**src/rtl/game_pkg.sv**
```systemverilog
// game_pkg: shared definitions for the rock-paper-scissors match scheduler.
//   - state_e  : controller state codes (also driven out on the state port)
//   - winner_e : match winner codes
//   - move_t   : 2-bit player move encoding (00 none, 01 rock, 10 paper, 11 scissors)
//   - turn_load: turn length for a given speed setting (base ticks >> speed)
package game_pkg;

  typedef enum logic [2:0] {
    ST_IDLE      = 3'b001,
    ST_SETTING   = 3'b100,
    ST_COLLECT   = 3'b010,
    ST_RESOLVE   = 3'b101,
    ST_ROUND_END = 3'b110,
    ST_MATCH_END = 3'b011
  } state_e;

  typedef enum logic [1:0] {
    WIN_NONE = 2'b00,
    WIN_P1   = 2'b01,
    WIN_P2   = 2'b10
  } winner_e;

  // Rounds only compare moves for equality, so the encoding is opaque here.
  typedef logic [1:0] move_t;

  // Each speed step halves the time a player has to commit a move.
  function automatic logic [31:0] turn_load(input logic [31:0] base,
                                            input logic [1:0]  speed);
    return base >> speed;
  endfunction

endpackage

```
**src/rtl/turn_timer.sv**
```systemverilog
// turn_timer: loadable down-counter advanced by the game time-base.
//   clk, rst   : clock, asynchronous active-high reset
//   clear      : force count to 0 (highest priority)
//   load       : load load_val
//   load_val   : TW-bit reload value
//   tick       : one-cycle time-base enable; decrements a non-zero count
//   count      : current count
//   expire     : combinational, high on the tick that takes count from 1 to 0
// Used both for the per-turn move deadline and for the round-result hold.
module turn_timer
  import game_pkg::*;
#(
  parameter int TW = 4
) (
  input  logic          clk,
  input  logic          rst,
  input  logic          clear,
  input  logic          load,
  input  logic [TW-1:0] load_val,
  input  logic          tick,
  output logic [TW-1:0] count,
  output logic          expire
);

  logic [TW-1:0] count_q, count_d;

  always_comb begin
    count_d = count_q;
    if (clear) begin
      count_d = '0;
    end else if (load) begin
      count_d = load_val;
    end else if (tick && (count_q != '0)) begin
      count_d = count_q - 1'b1;
    end
  end

  always_ff @(posedge clk or posedge rst) begin
    if (rst) begin
      count_q <= '0;
    end else begin
      count_q <= count_d;
    end
  end

  assign count  = count_q;
  assign expire = tick && (count_q == TW'(1));

endmodule

```
**src/rtl/rps_match_scheduler.sv**
```systemverilog
// rps_match_scheduler: registered controller for one two-player
// rock-paper-scissors match (menu/settings, move collection with a
// speed-scaled deadline, round resolution, scoring, best-of-N end).
//
// Ports:
//   clk, rst            : clock, asynchronous active-high reset
//   start_pulse         : start / confirm (one cycle)
//   set_pulse           : settings / abort (one cycle)
//   tick                : game time-base enable (one cycle)
//   p1_move, p1_valid   : player 1 move and strobe
//   p2_move, p2_valid   : player 2 move and strobe (ignored in PVE)
//   cpu_move            : generated move, taken for player 2 in PVE
//   cfg_pve, cfg_speed  : configuration, latched on match start
//   state               : current state code (game_pkg::state_e)
//   turn                : attacker, 0 = p1, 1 = p2
//   timer               : ticks remaining in the current turn
//   p1_score, p2_score  : round wins
//   round_done          : high for the single RESOLVE cycle
//   winner              : 00 none, 01 p1, 10 p2
//
// Build option GAME_TIMEOUT_EN: when defined, each turn has a deadline of
// TURN_TICKS >> speed ticks and a missing move is resolved as a forfeit.
// When undefined the timer reads 0 and a turn waits for both moves.
module rps_match_scheduler
  import game_pkg::*;
#(
  parameter int TURN_TICKS    = 8,
  parameter int TW            = 4,
  parameter int WINS_TO_MATCH = 3,
  parameter int ROUND_HOLD    = 2
) (
  input  logic          clk,
  input  logic          rst,
  input  logic          start_pulse,
  input  logic          set_pulse,
  input  logic          tick,
  input  logic [1:0]    p1_move,
  input  logic          p1_valid,
  input  logic [1:0]    p2_move,
  input  logic          p2_valid,
  input  logic [1:0]    cpu_move,
  input  logic          cfg_pve,
  input  logic [1:0]    cfg_speed,
  output logic [2:0]    state,
  output logic          turn,
  output logic [TW-1:0] timer,
  output logic [1:0]    p1_score,
  output logic [1:0]    p2_score,
  output logic          round_done,
  output logic [1:0]    winner
);

  localparam logic [1:0] WIN_SC = 2'(WINS_TO_MATCH);

  state_e  state_q, state_d;
  logic    turn_q, turn_d;
  logic [1:0] p1_score_q, p1_score_d;
  logic [1:0] p2_score_q, p2_score_d;
  logic    round_done_q, round_done_d;
  winner_e winner_q, winner_d;
  logic    pve_q, pve_d;
  logic [1:0] speed_q, speed_d;
  logic    p1_cap_q, p1_cap_d;
  logic    p2_cap_q, p2_cap_d;
  move_t   p1_mv_q, p1_mv_d;
  move_t   p2_mv_q, p2_mv_d;

  logic          tmr_clear, tmr_load;
  logic [TW-1:0] tmr_load_val;
  logic [TW-1:0] tmr_count;
  logic          tmr_expire;

  logic p1_take, p2_take;
  logic p1_inc, p2_inc, turn_toggle;

`ifdef GAME_TIMEOUT_EN
  function automatic logic [TW-1:0] turn_len(input logic [1:0] spd);
    return TW'(turn_load(32'(TURN_TICKS), spd));
  endfunction
`endif

  turn_timer #(.TW(TW)) u_timer (
    .clk      (clk),
    .rst      (rst),
    .clear    (tmr_clear),
    .load     (tmr_load),
    .load_val (tmr_load_val),
    .tick     (tick),
    .count    (tmr_count),
    .expire   (tmr_expire)
  );

  always_comb begin
    state_d      = state_q;
    turn_d       = turn_q;
    p1_score_d   = p1_score_q;
    p2_score_d   = p2_score_q;
    winner_d     = winner_q;
    pve_d        = pve_q;
    speed_d      = speed_q;
    p1_cap_d     = p1_cap_q;
    p2_cap_d     = p2_cap_q;
    p1_mv_d      = p1_mv_q;
    p2_mv_d      = p2_mv_q;
    tmr_clear    = 1'b0;
    tmr_load     = 1'b0;
    tmr_load_val = '0;
    p1_take      = 1'b0;
    p2_take      = 1'b0;
    p1_inc       = 1'b0;
    p2_inc       = 1'b0;
    turn_toggle  = 1'b1;

    unique case (state_q)
      ST_IDLE: begin
        // start wins over set when both arrive together
        if (start_pulse) begin
          state_d    = ST_COLLECT;
          pve_d      = cfg_pve;
          speed_d    = cfg_speed;
          p1_score_d = '0;
          p2_score_d = '0;
          winner_d   = WIN_NONE;
          turn_d     = 1'b0;
          p1_cap_d   = 1'b0;
          p2_cap_d   = 1'b0;
`ifdef GAME_TIMEOUT_EN
          // speed is being latched this cycle, so load from the live input
          tmr_load     = 1'b1;
          tmr_load_val = turn_len(cfg_speed);
`else
          tmr_clear    = 1'b1;
`endif
        end else if (set_pulse) begin
          state_d = ST_SETTING;
        end
      end

      ST_SETTING: begin
        if (set_pulse) begin
          state_d = ST_IDLE;
        end
      end

      ST_COLLECT: begin
        if (set_pulse) begin
          state_d    = ST_IDLE;
          p1_score_d = '0;
          p2_score_d = '0;
          winner_d   = WIN_NONE;
          tmr_clear  = 1'b1;
        end else begin
          // first strobe per player wins; in PVE the CPU commits with p1
          p1_take = p1_valid && !p1_cap_q;
          p2_take = pve_q ? p1_take : (p2_valid && !p2_cap_q);
          if (p1_take) begin
            p1_cap_d = 1'b1;
            p1_mv_d  = p1_move;
          end
          if (p2_take) begin
            p2_cap_d = 1'b1;
            p2_mv_d  = pve_q ? cpu_move : p2_move;
          end
`ifdef GAME_TIMEOUT_EN
          // a strobe on the expiring tick is already folded into *_cap_d
          if ((p1_cap_d && p2_cap_d) || tmr_expire) begin
            state_d = ST_RESOLVE;
          end
`else
          if (p1_cap_d && p2_cap_d) begin
            state_d = ST_RESOLVE;
          end
`endif
        end
      end

      ST_RESOLVE: begin
        if (p1_cap_q && p2_cap_q) begin
          if (p1_mv_q == p2_mv_q) begin
            // matching moves: attacker lands the hit and keeps the turn
            turn_toggle = 1'b0;
            if (turn_q) p2_inc = 1'b1;
            else        p1_inc = 1'b1;
          end
        end else if (p1_cap_q) begin
          p1_inc = 1'b1;
        end else if (p2_cap_q) begin
          p2_inc = 1'b1;
        end

        if (p1_inc && (p1_score_q < WIN_SC)) p1_score_d = p1_score_q + 2'd1;
        if (p2_inc && (p2_score_q < WIN_SC)) p2_score_d = p2_score_q + 2'd1;
        if (turn_toggle) turn_d = !turn_q;

        if (p1_inc && (p1_score_d == WIN_SC)) begin
          winner_d = WIN_P1;
          state_d  = ST_MATCH_END;
        end else if (p2_inc && (p2_score_d == WIN_SC)) begin
          winner_d = WIN_P2;
          state_d  = ST_MATCH_END;
        end else begin
          state_d      = ST_ROUND_END;
          tmr_load     = 1'b1;
          tmr_load_val = TW'(ROUND_HOLD);
        end
      end

      ST_ROUND_END: begin
        if (set_pulse) begin
          state_d    = ST_IDLE;
          p1_score_d = '0;
          p2_score_d = '0;
          winner_d   = WIN_NONE;
          tmr_clear  = 1'b1;
        end else if (tmr_expire) begin
          state_d  = ST_COLLECT;
          p1_cap_d = 1'b0;
          p2_cap_d = 1'b0;
`ifdef GAME_TIMEOUT_EN
          tmr_load     = 1'b1;
          tmr_load_val = turn_len(speed_q);
`else
          tmr_clear    = 1'b1;
`endif
        end
      end

      ST_MATCH_END: begin
        // result stays on display until the next match is started
        if (start_pulse) begin
          state_d   = ST_IDLE;
          tmr_clear = 1'b1;
        end
      end

      default: begin
        state_d   = ST_IDLE;
        tmr_clear = 1'b1;
      end
    endcase

    round_done_d = (state_d == ST_RESOLVE);
  end

  always_ff @(posedge clk or posedge rst) begin
    if (rst) begin
      state_q      <= ST_IDLE;
      turn_q       <= 1'b0;
      p1_score_q   <= '0;
      p2_score_q   <= '0;
      round_done_q <= 1'b0;
      winner_q     <= WIN_NONE;
      pve_q        <= 1'b0;
      speed_q      <= '0;
      p1_cap_q     <= 1'b0;
      p2_cap_q     <= 1'b0;
      p1_mv_q      <= '0;
      p2_mv_q      <= '0;
    end else begin
      state_q      <= state_d;
      turn_q       <= turn_d;
      p1_score_q   <= p1_score_d;
      p2_score_q   <= p2_score_d;
      round_done_q <= round_done_d;
      winner_q     <= winner_d;
      pve_q        <= pve_d;
      speed_q      <= speed_d;
      p1_cap_q     <= p1_cap_d;
      p2_cap_q     <= p2_cap_d;
      p1_mv_q      <= p1_mv_d;
      p2_mv_q      <= p2_mv_d;
    end
  end

  assign state      = state_q;
  assign turn       = turn_q;
  assign p1_score   = p1_score_q;
  assign p2_score   = p2_score_q;
  assign round_done = round_done_q;
  assign winner     = winner_q;
  // The shared counter also runs the post-round hold; only the turn
  // deadline is meaningful to the display. Without the timeout build the
  // counter is cleared on every COLLECT entry, so this reads 0.
  assign timer      = (state_q == ST_COLLECT) ? tmr_count : '0;

endmodule

```
**config.mk**
```make
export PLATFORM = sky130hd
export DESIGN_NAME = rps_match_scheduler
export DESIGN_NICKNAME = d
export VERILOG_FILES = /design/src/rtl/game_pkg.sv /design/src/rtl/turn_timer.sv /design/src/rtl/rps_match_scheduler.sv
export SDC_FILE = /design/constraint.sdc
export NUM_CORES = 1
export LEC_CHECK = 0
export CORE_MARGIN = 5
export CORE_UTILIZATION = 45
export DETAILED_ROUTE_END_ITERATION = 8
export PLACE_DENSITY = 0.86
export SYNTH_ARGS = -nofsm -noshare
export SYNTH_HDL_FRONTEND = slang
export SYNTH_SLANG_ARGS = --single-unit
```
**constraint.sdc**
```tcl
create_clock -name clk -period 1.8 [get_ports clk]
set_clock_uncertainty 0.15 [all_clocks]
set_input_delay 0.36 -clock clk [delete_from_list [all_inputs] [get_ports clk]]
set_output_delay 0.36 -clock clk [all_outputs]
set_load 0.02 [all_outputs]
```
# Word-level counts from Yosys, hierarchy flattened
# Cells that the tools add are included.
# Widths: inputs -> output; s select.
[op_classes] addsub=3 magnitude_cmp=2 n_eq_ne=18 mux=68 n_bitwise=1 reduce_logical=28
[ops] op="$mux 1" count=34
[ops] op="$mux 3" count=10
[ops] op="$mux 2" count=12
[ops] op="$pmux 2 s3" count=3
[ops] op="$pmux 3 s6" count=1
[ops] op="$mux 4" count=4
[ops] op="$eq 3x3->1 const B" count=4
[ops] op="$reduce_and 3->1" count=4
[ops] op="$logic_and 1x1->1" count=10
[ops] op="$reduce_bool 3->1" count=3
[ops] op="$ne 2x2->1 const B" count=4
[ops] op="$eq 3x2->1 const B" count=2
[ops] op="$pmux 1 s3" count=2
[ops] op="$reduce_or 2->1" count=3
[ops] op="$reduce_and 5->1" count=1
[ops] op="$add 2x1->2 const B" count=2
[ops] op="$eq 2x2->1 const B" count=2
[ops] op="$eq 4x1->1 const B" count=1
[ops] op="$lt 2x2->1 const B" count=2
[ops] op="$ne 2x1->1 const B" count=2
[ops] op="$pmux 1 s4" count=1
[ops] op="$reduce_and 4->1" count=1
[ops] op="$reduce_bool 4->1" count=1
[ops] op="$sub 4x1->4 const B" count=1
[ops] op="8 further kinds" count=10
[word_totals] reg_bits=22

# Longest topological paths before layout
# Gate-level depths: netlist (run 1).
[logic_depth] word_depth=14 mapped_depth=6

# Modules after synthesis
# A second synthesis (run 1) with hierarchy kept.
[unflattened] hier_cells=159 area_unflattened_um2=1478.9
[by_module_without_submodules] module="rps_match_scheduler" instances=1 cells_each=127 area_each_um2=1169.9 seq_area_each_um2=451.7
[by_module_without_submodules] module="turn_timer" instances=1 cells_each=32 area_each_um2=309.0 seq_area_each_um2=100.1

# Least setup slack after synthesis (run 1)
# Ideal clock, no wire load.
[synth_path] path_type="reg2reg" from="register p1_score_q[0] (netlist: p1_score[0])" to="register state_q[2] (netlist: state[2])" setup_time_ps=124 arrival_ps=1837 t_required_ps=1526 setup_slack_ps=-311 stages_incl_launch_ff=6 n_path_buf=0 period_less_slack_ps=2111 cell_sequence="dfrtp_1 > ha_1 > or3b_1 > a221oi_2 > a21oi_2 > a211o_1"
[synth_via] elab_chain_len=8 elab_cells_between_ends=9
[synth_rtl] item="start: declaration" line="rps_match_scheduler.sv:57" source="logic [1:0] p1_score_q, p1_score_d;"
[synth_rtl] item="start signal: assignment" line="rps_match_scheduler.sv:262" source="p1_score_q <= p1_score_d;"
[synth_rtl] item="$lt 2x2->1" line="rps_match_scheduler.sv:191" source="if (p1_inc && (p1_score_q < WIN_SC)) p1_score_d = p1_score_q + 2'd1;"
[synth_rtl] item="$logic_and 1x1->1" line="rps_match_scheduler.sv:191"
[synth_rtl] item="$mux 2 (*)" line="rps_match_scheduler.sv:191"
[synth_rtl] item="$mux 2 (*)" line="rps_match_scheduler.sv:114" source="unique case (state_q)"
[synth_rtl] item="$eq 2x2->1 (*)" line="rps_match_scheduler.sv:195" source="if (p1_inc && (p1_score_d == WIN_SC)) begin"
[synth_rtl] item="$logic_and 1x1->1 (*)" line="rps_match_scheduler.sv:195"
[synth_rtl] item="$mux 3 (*)" line="rps_match_scheduler.sv:195"
[synth_rtl] item="$pmux 3 s6 (*)" line="rps_match_scheduler.sv:114"
[synth_rtl] item="named net state_d[2]" line="rps_match_scheduler.sv:55" source="state_e state_q, state_d;"
[synth_rtl] item="end signal: assignment" line="rps_match_scheduler.sv:260" source="state_q <= state_d;"
[synth_rtl] item="end: declaration" line="rps_match_scheduler.sv:55"
# Mark *: on every way through the listed nets, which the timed path passes. The rest lies on a longest branch. The select of a mux whose other input is x is not followed.
# A chain may end at the register's enable or synchronous reset.

# Final worst setup path (run 1)
[layout_path] from="register p1_score_q[1] (netlist: p1_score[1])" to="register state_q[2] (netlist: state[2])"
# Same word-level chain as after synthesis.

==> results by group, run 1 <==
Drt
  • DR iter-0 viols: 78
  • DR pass1 iterations: 4
  • Routed len/inst: 18.5 um
  • Final wirelength: 4900 um
  • Via density per instance: 5.74
  • DRC violations left: 0
  • Total number of vias: 1520
  • Antenna Nets Post-Route: 0

Synth
  • Synthesized instance count: 147
  • Post-synthesis sequential area ratio: 38.3%
  • Yosys warns: 0
  • Mapped Nets: 167
  • Ys async rst share: 100%
  • Main synth FF type: dfrtp_1
  • Netlist Area Pre-Place: 1440 um2
  • Number of synthesized flops with an enable pin: 0
  • Synth Register Bits: 22
  • Synth cell types: 54
  • Avg Inst Size Synth: 9.80 um2

Critical path
  • Worst EP arrival: 2130 ps
  • CP Max Fanout: 6
  • CP Class: reg2reg
  • Req. time, crit path: 1850 ps
  • CP Launch Type: flip-flop
  • CP Capture Type: flip-flop

Clock tree
  • Hold buffers post-CTS: 0
  • CTS root buf: clkbuf_4
  • Clk_lat worst skew: 320 ps
  • TritonCTS Buffers: 3
  • CTS tree: done
  • H-tree depth: 1
  • Clk sinks: 22
  • CTS max path bufs: 2
  • Worst-path clk slew: 130 ps

Job
  • Max Cap Viol: 0

Cells and area
  • Layout cells sized above 1: 46.6%
  • Most frequent cells in the layout: buf_4, dfrtp_1, clkdlybuf4s50_1
  • Finished Cell Area: 2360 um2
  • Layout area overhead: 64.0%
  • Nets@finish: 242
  • Commonest non-fill, non-tap cell in the layout: buf_4
  • Final Non-Filler Cells: 265
  • Ant. Diodes: 0

Power
  • Tot Pwr: 3.53 mW
  • Cell Pwr Density: 1490 nW/um2
  • Peak VDD IR: 0.830 mV
  • Pleak: 1.08 nW

Floorplan
  • FP Rows: 20
  • I/O pin cnt: 31
  • Chip width: 66.6 um
  • Die span in y: 66.6 um
  • Initial Util: 47.2%
  • Core Area: 3050 um2
  • Die Area: 4430 um2

Run status
  • Status: complete, but fails checks
  • Failing checks: setup timing

Placement
  • Placed inst area: 2050 um2
  • Global placement routability congestion: 0.944
  • Dpl cells: 250
  • Detailed Place HPWL: 3180 um
  • PortBufs: 28

STA
  • Tightest Pin Transition: 442 ps
  • Slew Viols, Final: 0
  • Minimum clock period: 2070 ps
  • RSZ-0062 raised after global routing: true
  • Final Hold Viols: 0
  • Max_slew headroom: 70.3%
  • Setup ws final: -271 ps
  • Setup Viol. Count Final: 20
  • Final period util: 115%
  • Fmax achieved: 483 MHz

Global route
  • Vias in the first global route: 1594
  • First-pass GRT wire length: 7320 um
  • GR Overflow Total: 0
  • Gr usage total: 21.6%
  • Pin count of the biggest net entering global routing: 13
  • Initial antenna violation count: 0

Worst hold path
  • Type of the most critical hold path: in2async
stage by stage:
step / setup WS [ps] / util, % / setup TNS, ps / hold slack (ps)
after global placement: -268 / 67.3 / -3130 / 336
final: -271 / 77.4 / -2120 / 140
after floorplan: -204 / - / -874 / 198
after global routing: -332 / 77.4 / -3190 / 163
after detailed placement: -289 / 67.3 / -4010 / 332
after CTS: -240 / 72.4 / -1560 / 146
logic make-up after synthesis:
kind of cell | count (synthesis) | synth area share [%]
buffers and inverters | 13 | 3.82
xor gates and xnor gates | 9 | 6.52
adders and majority gates | 4 | 3.48
AOI/OAI and AO/OA | 38 | 19.0
DFF | 22 | 38.3
and+or+nand+nor | 50 | 20.4
muxes | 11 | 8.43
power breakdown:
part           internal, mW  switching (mW)  total (mW)
sequential            0.673           0.248       0.921
clock                0.0867           0.154       0.241
combinational          1.23            1.14        2.37
worst max-delay path, stage by stage (launching register included):
cell	delay [ps]
dfrtp_2	450
ha_4	260
or3b_4	380
a221oi_4	300
a21oi_4	130
a211o_1	280
registers in the layout, summed over array words and instances, names as in the netlist:
signal         cells
p1_cap_q           1
p2_cap_q           1
turn               1
winner             2
p1_score           2
pve_q              1
u_timer.count      4
state              3
p1_mv_q            2
p2_mv_q            2
round_done         1
p2_score           2
path summary, 6_finish.rpt:
path	slack, ps	end	start	cells after the start
min in group clk	350	winner[1]$_DFFE_PP0P_	winner[1]$_DFFE_PP0P_	1
worst max-delay path	-270	state[2]$_DFF_PP0_	p1_score[1]$_DFFE_PP0P_	5
worst min-delay path	140	p1_score[1]$_DFFE_PP0P_	rst	2
worst max register to register	-270	state[2]$_DFF_PP0_	p1_score[1]$_DFFE_PP0P_	5
worst min register to register	350	winner[1]$_DFFE_PP0P_	winner[1]$_DFFE_PP0P_	1
max in group asynchronous	880	turn$_DFFE_PP0P_	rst	3
Yosys cell counts (2+ instances only):
cell,instances,area [um2]
nor3_1,3,15.0
ha_1,4,50.1
a211o_1,2,17.5
a221oi_1,2,17.5
a211oi_1,3,22.5
mux2i_1,2,20.0
xor2_1,5,43.8
a21oi_1,4,20.0
xnor2_1,2,17.5
inv_1,7,26.3
or3b_1,2,17.5
xnor2_2,2,32.5
or3_1,3,18.8
nor4_1,3,18.8
o21ai_1,3,15.0
and2_1,2,12.5
nand2_1,6,22.5
and3_1,2,12.5
nor2_1,6,22.5
mux2_1,5,56.3
mux2_2,4,45.0
a31oi_1,3,18.8
buf_2,2,10.0
nand2b_1,2,12.5
dfrtp_1,21,526
nand4_1,2,12.5
nand3_1,6,30.0
nor3b_1,4,30.0
o21ai_0,6,30.0
nor2b_1,5,31.3
final cells by class:
class | count | area (um2)
sequential | 22 | 559
clock buffer | 4 | 26.3
timing repair buffer | 74 | 637
fill | 204 | 691
tap | 44 | 55.1
multi-input combinational | 112 | 1050
inverter | 9 | 33.8
per-layer routing:
metal | GRT usage, % | share of wire, % | vias to the layer above
met4 | 7.61 | 2.8 | 0
met3 | 2.36 | 4.7 | 18
li1 | - | - | 700
met5 | 0 | 0 | -
met1 | 25.0 | 39 | 733
met2 | 40.5 | 54 | 69
repair_timing:
item	4_1_cts	5_1_grt
setup endpoints to repair	27	27
buffers inserted	6	5
resized for setup	57	27
pin swaps	9	9
(Power assumes the default switching activity.)
==> inputs of run 2 (changes only) <==
Settings changed: CTS_CLUSTER_SIZE set to 24, PLACE_DENSITY 0.86 to 0.81.
==> results by group, run 2 (synthesized netlist as in run 1, its figures left out) <==
STA
  • Setup ws final: -268 ps
  • Fmax achieved: 483 MHz
  • Minimum clock period: 2070 ps
  • Tightest Pin Transition: 377 ps
  • Slew Viols, Final: 0
  • Minimum hold slack: 135 ps
  • RSZ-0062 raised after global routing: true
  • Final period util: 115%
  • Setup Viol. Count Final: 17
  • Final Hold Viols: 0
  • Setup TNS: -2080 ps
  • Max_slew headroom: 74.6%

Clock tree
  • Clk sinks: 22
  • CTS root buf: clkbuf_4
  • CTS tree: done
  • Hold buffers post-CTS: 0
  • CTS max path bufs: 2
  • Clk_lat worst skew: 320 ps
  • Worst-path clk slew: 120 ps
  • H-tree depth: 1
  • TritonCTS Buffers: 3

Power
  • Peak VDD IR: 0.884 mV
  • Tot Pwr: 3.36 mW
  • Cell Pwr Density: 1440 nW/um2
  • Pleak: 1.06 nW

Floorplan
  • Initial Util: 47.2%
  • Die Area: 4430 um2
  • Chip width: 66.6 um
  • Core Area: 3050 um2
  • Die span in y: 66.6 um
  • FP Rows: 20
  • I/O pin cnt: 31

Placement
  • Dpl cells: 250
  • Global placement routability congestion: 0.971
  • Post-place setup slack: -340 ps
  • Detailed Place HPWL: 2980 um
  • Placed inst area: 2050 um2
  • PortBufs: 28

Worst hold path
  • Type of the most critical hold path: in2async

Cells and area
  • # fillers: 203
  • Ant. Diodes: 0
  • End-of-flow core utilization: 76.4%
  • Final Non-Filler Cells: 262
  • Nets@finish: 239
  • Layout cells sized above 1: 46.3%
  • Area of the multi-input gates: 1030 um2
  • Layout area overhead: 61.9%
  • Commonest non-fill, non-tap cell in the layout: buf_4
  • Largest register FFs: 4
  • Reg area: 559 um2
  • Most frequent cells in the layout: buf_4, dfrtp_1, clkdlybuf4s50_1
  • Finished Cell Area: 2330 um2

Global route
  • Busiest grt layer: met2
  • M1 GR Usage: 23.0%
  • Met3 Use GR: 3.71%
  • Met2 GRT Util: 37.9%
  • Pin count of the biggest net entering global routing: 14
  • Vias in the first global route: 1509
  • First-pass GRT wire length: 6960 um
  • Initial antenna violation count: 0
  • Gr usage total: 20.5%
  • GR Overflow Total: 0

Critical path
  • RR Endpoint: state[2]$_DFF_PP0_
  • Worst EP arrival: 2140 ps
  • Req. time, crit path: 1880 ps
  • CP Max Fanout: 6
  • R2R Setup Slk: -270 ps
  • CP Class: reg2reg
  • CP Capture Type: flip-flop
  • CP Launch Type: flip-flop
  • RR Startpoint: p1_score[1]$_DFFE_PP0P_
  • R2r worst-path depth: 5

Run status
  • Failing checks: setup timing
  • Status: complete, but fails checks

Drt
  • DR pass1 iterations: 4
  • Routed len/inst: 17.1 um
  • Via density per instance: 5.64
  • Total number of vias: 1477
  • Final wirelength: 4490 um
  • Antenna Nets Post-Route: 0
  • DRC violations left: 0
  • DR iter-0 viols: 58

Job
  • Max Cap Viol: 0
run 2: area by class of cell:
class / instances / area share [%]
repair buffers: 71 / 26.4
flip-flops and latches: 22 / 24.0
multi-input cells: 112 / 44.2
inverters: 9 / 1.56
well taps: 44 / 2.36
clock buffers: 4 / 1.56
run 2: worst max-delay path by stage:
stage	startpoint	end	slack (ps)	depth (start not counted)
2_1_floorplan	p1_score[0]$_DFFE_PP0P_	state[2]$_DFF_PP0_	-200	5
6_report	p1_score[1]$_DFFE_PP0P_	state[2]$_DFF_PP0_	-270	5
3_3_place_gp	set_pulse	p1_mv_q[0]$_DFFE_PP0P_	-300	5
4_1_cts	p1_score[0]$_DFFE_PP0P_	state[2]$_DFF_PP0_	-220	5
3_5_place_dp	set_pulse	p1_mv_q[0]$_DFFE_PP0P_	-340	5
5_1_grt	p1_score[1]$_DFFE_PP0P_	state[2]$_DFF_PP0_	-340	5
run 2: repair_timing:
item / 4_1_cts / 5_1_grt
gates resized for setup: 49 / 34
setup endpoints to repair: 30 / 23
gates cloned: 0 / 0
buffers inserted: 4 / 4
pin swaps: 5 / 9
run 2: layer usage:
metal	wire, um	part of all wire [%]
met5	0	0
met2	2440	54
met1	1760	39
met4	131	2.9
met3	159	3.5
run 2: power breakdown:
part / switching (mW) / total (mW) / internal (mW) / leakage (nW)
sequential: 0.251 / 0.924 / 0.674 / 0.280
clock: 0.160 / 0.284 / 0.124 / 0.0210
combinational: 1.03 / 2.15 / 1.11 / 0.757
total: 1.45 / 3.36 / 1.91 / 1.06
run 2: critical path, cell delays in order (launching register included):
cell and delay, ps:
dfrtp_2 440, ha_4 270, or3b_4 390, a221oi_4 320
a21oi_4 140, a211o_1 270
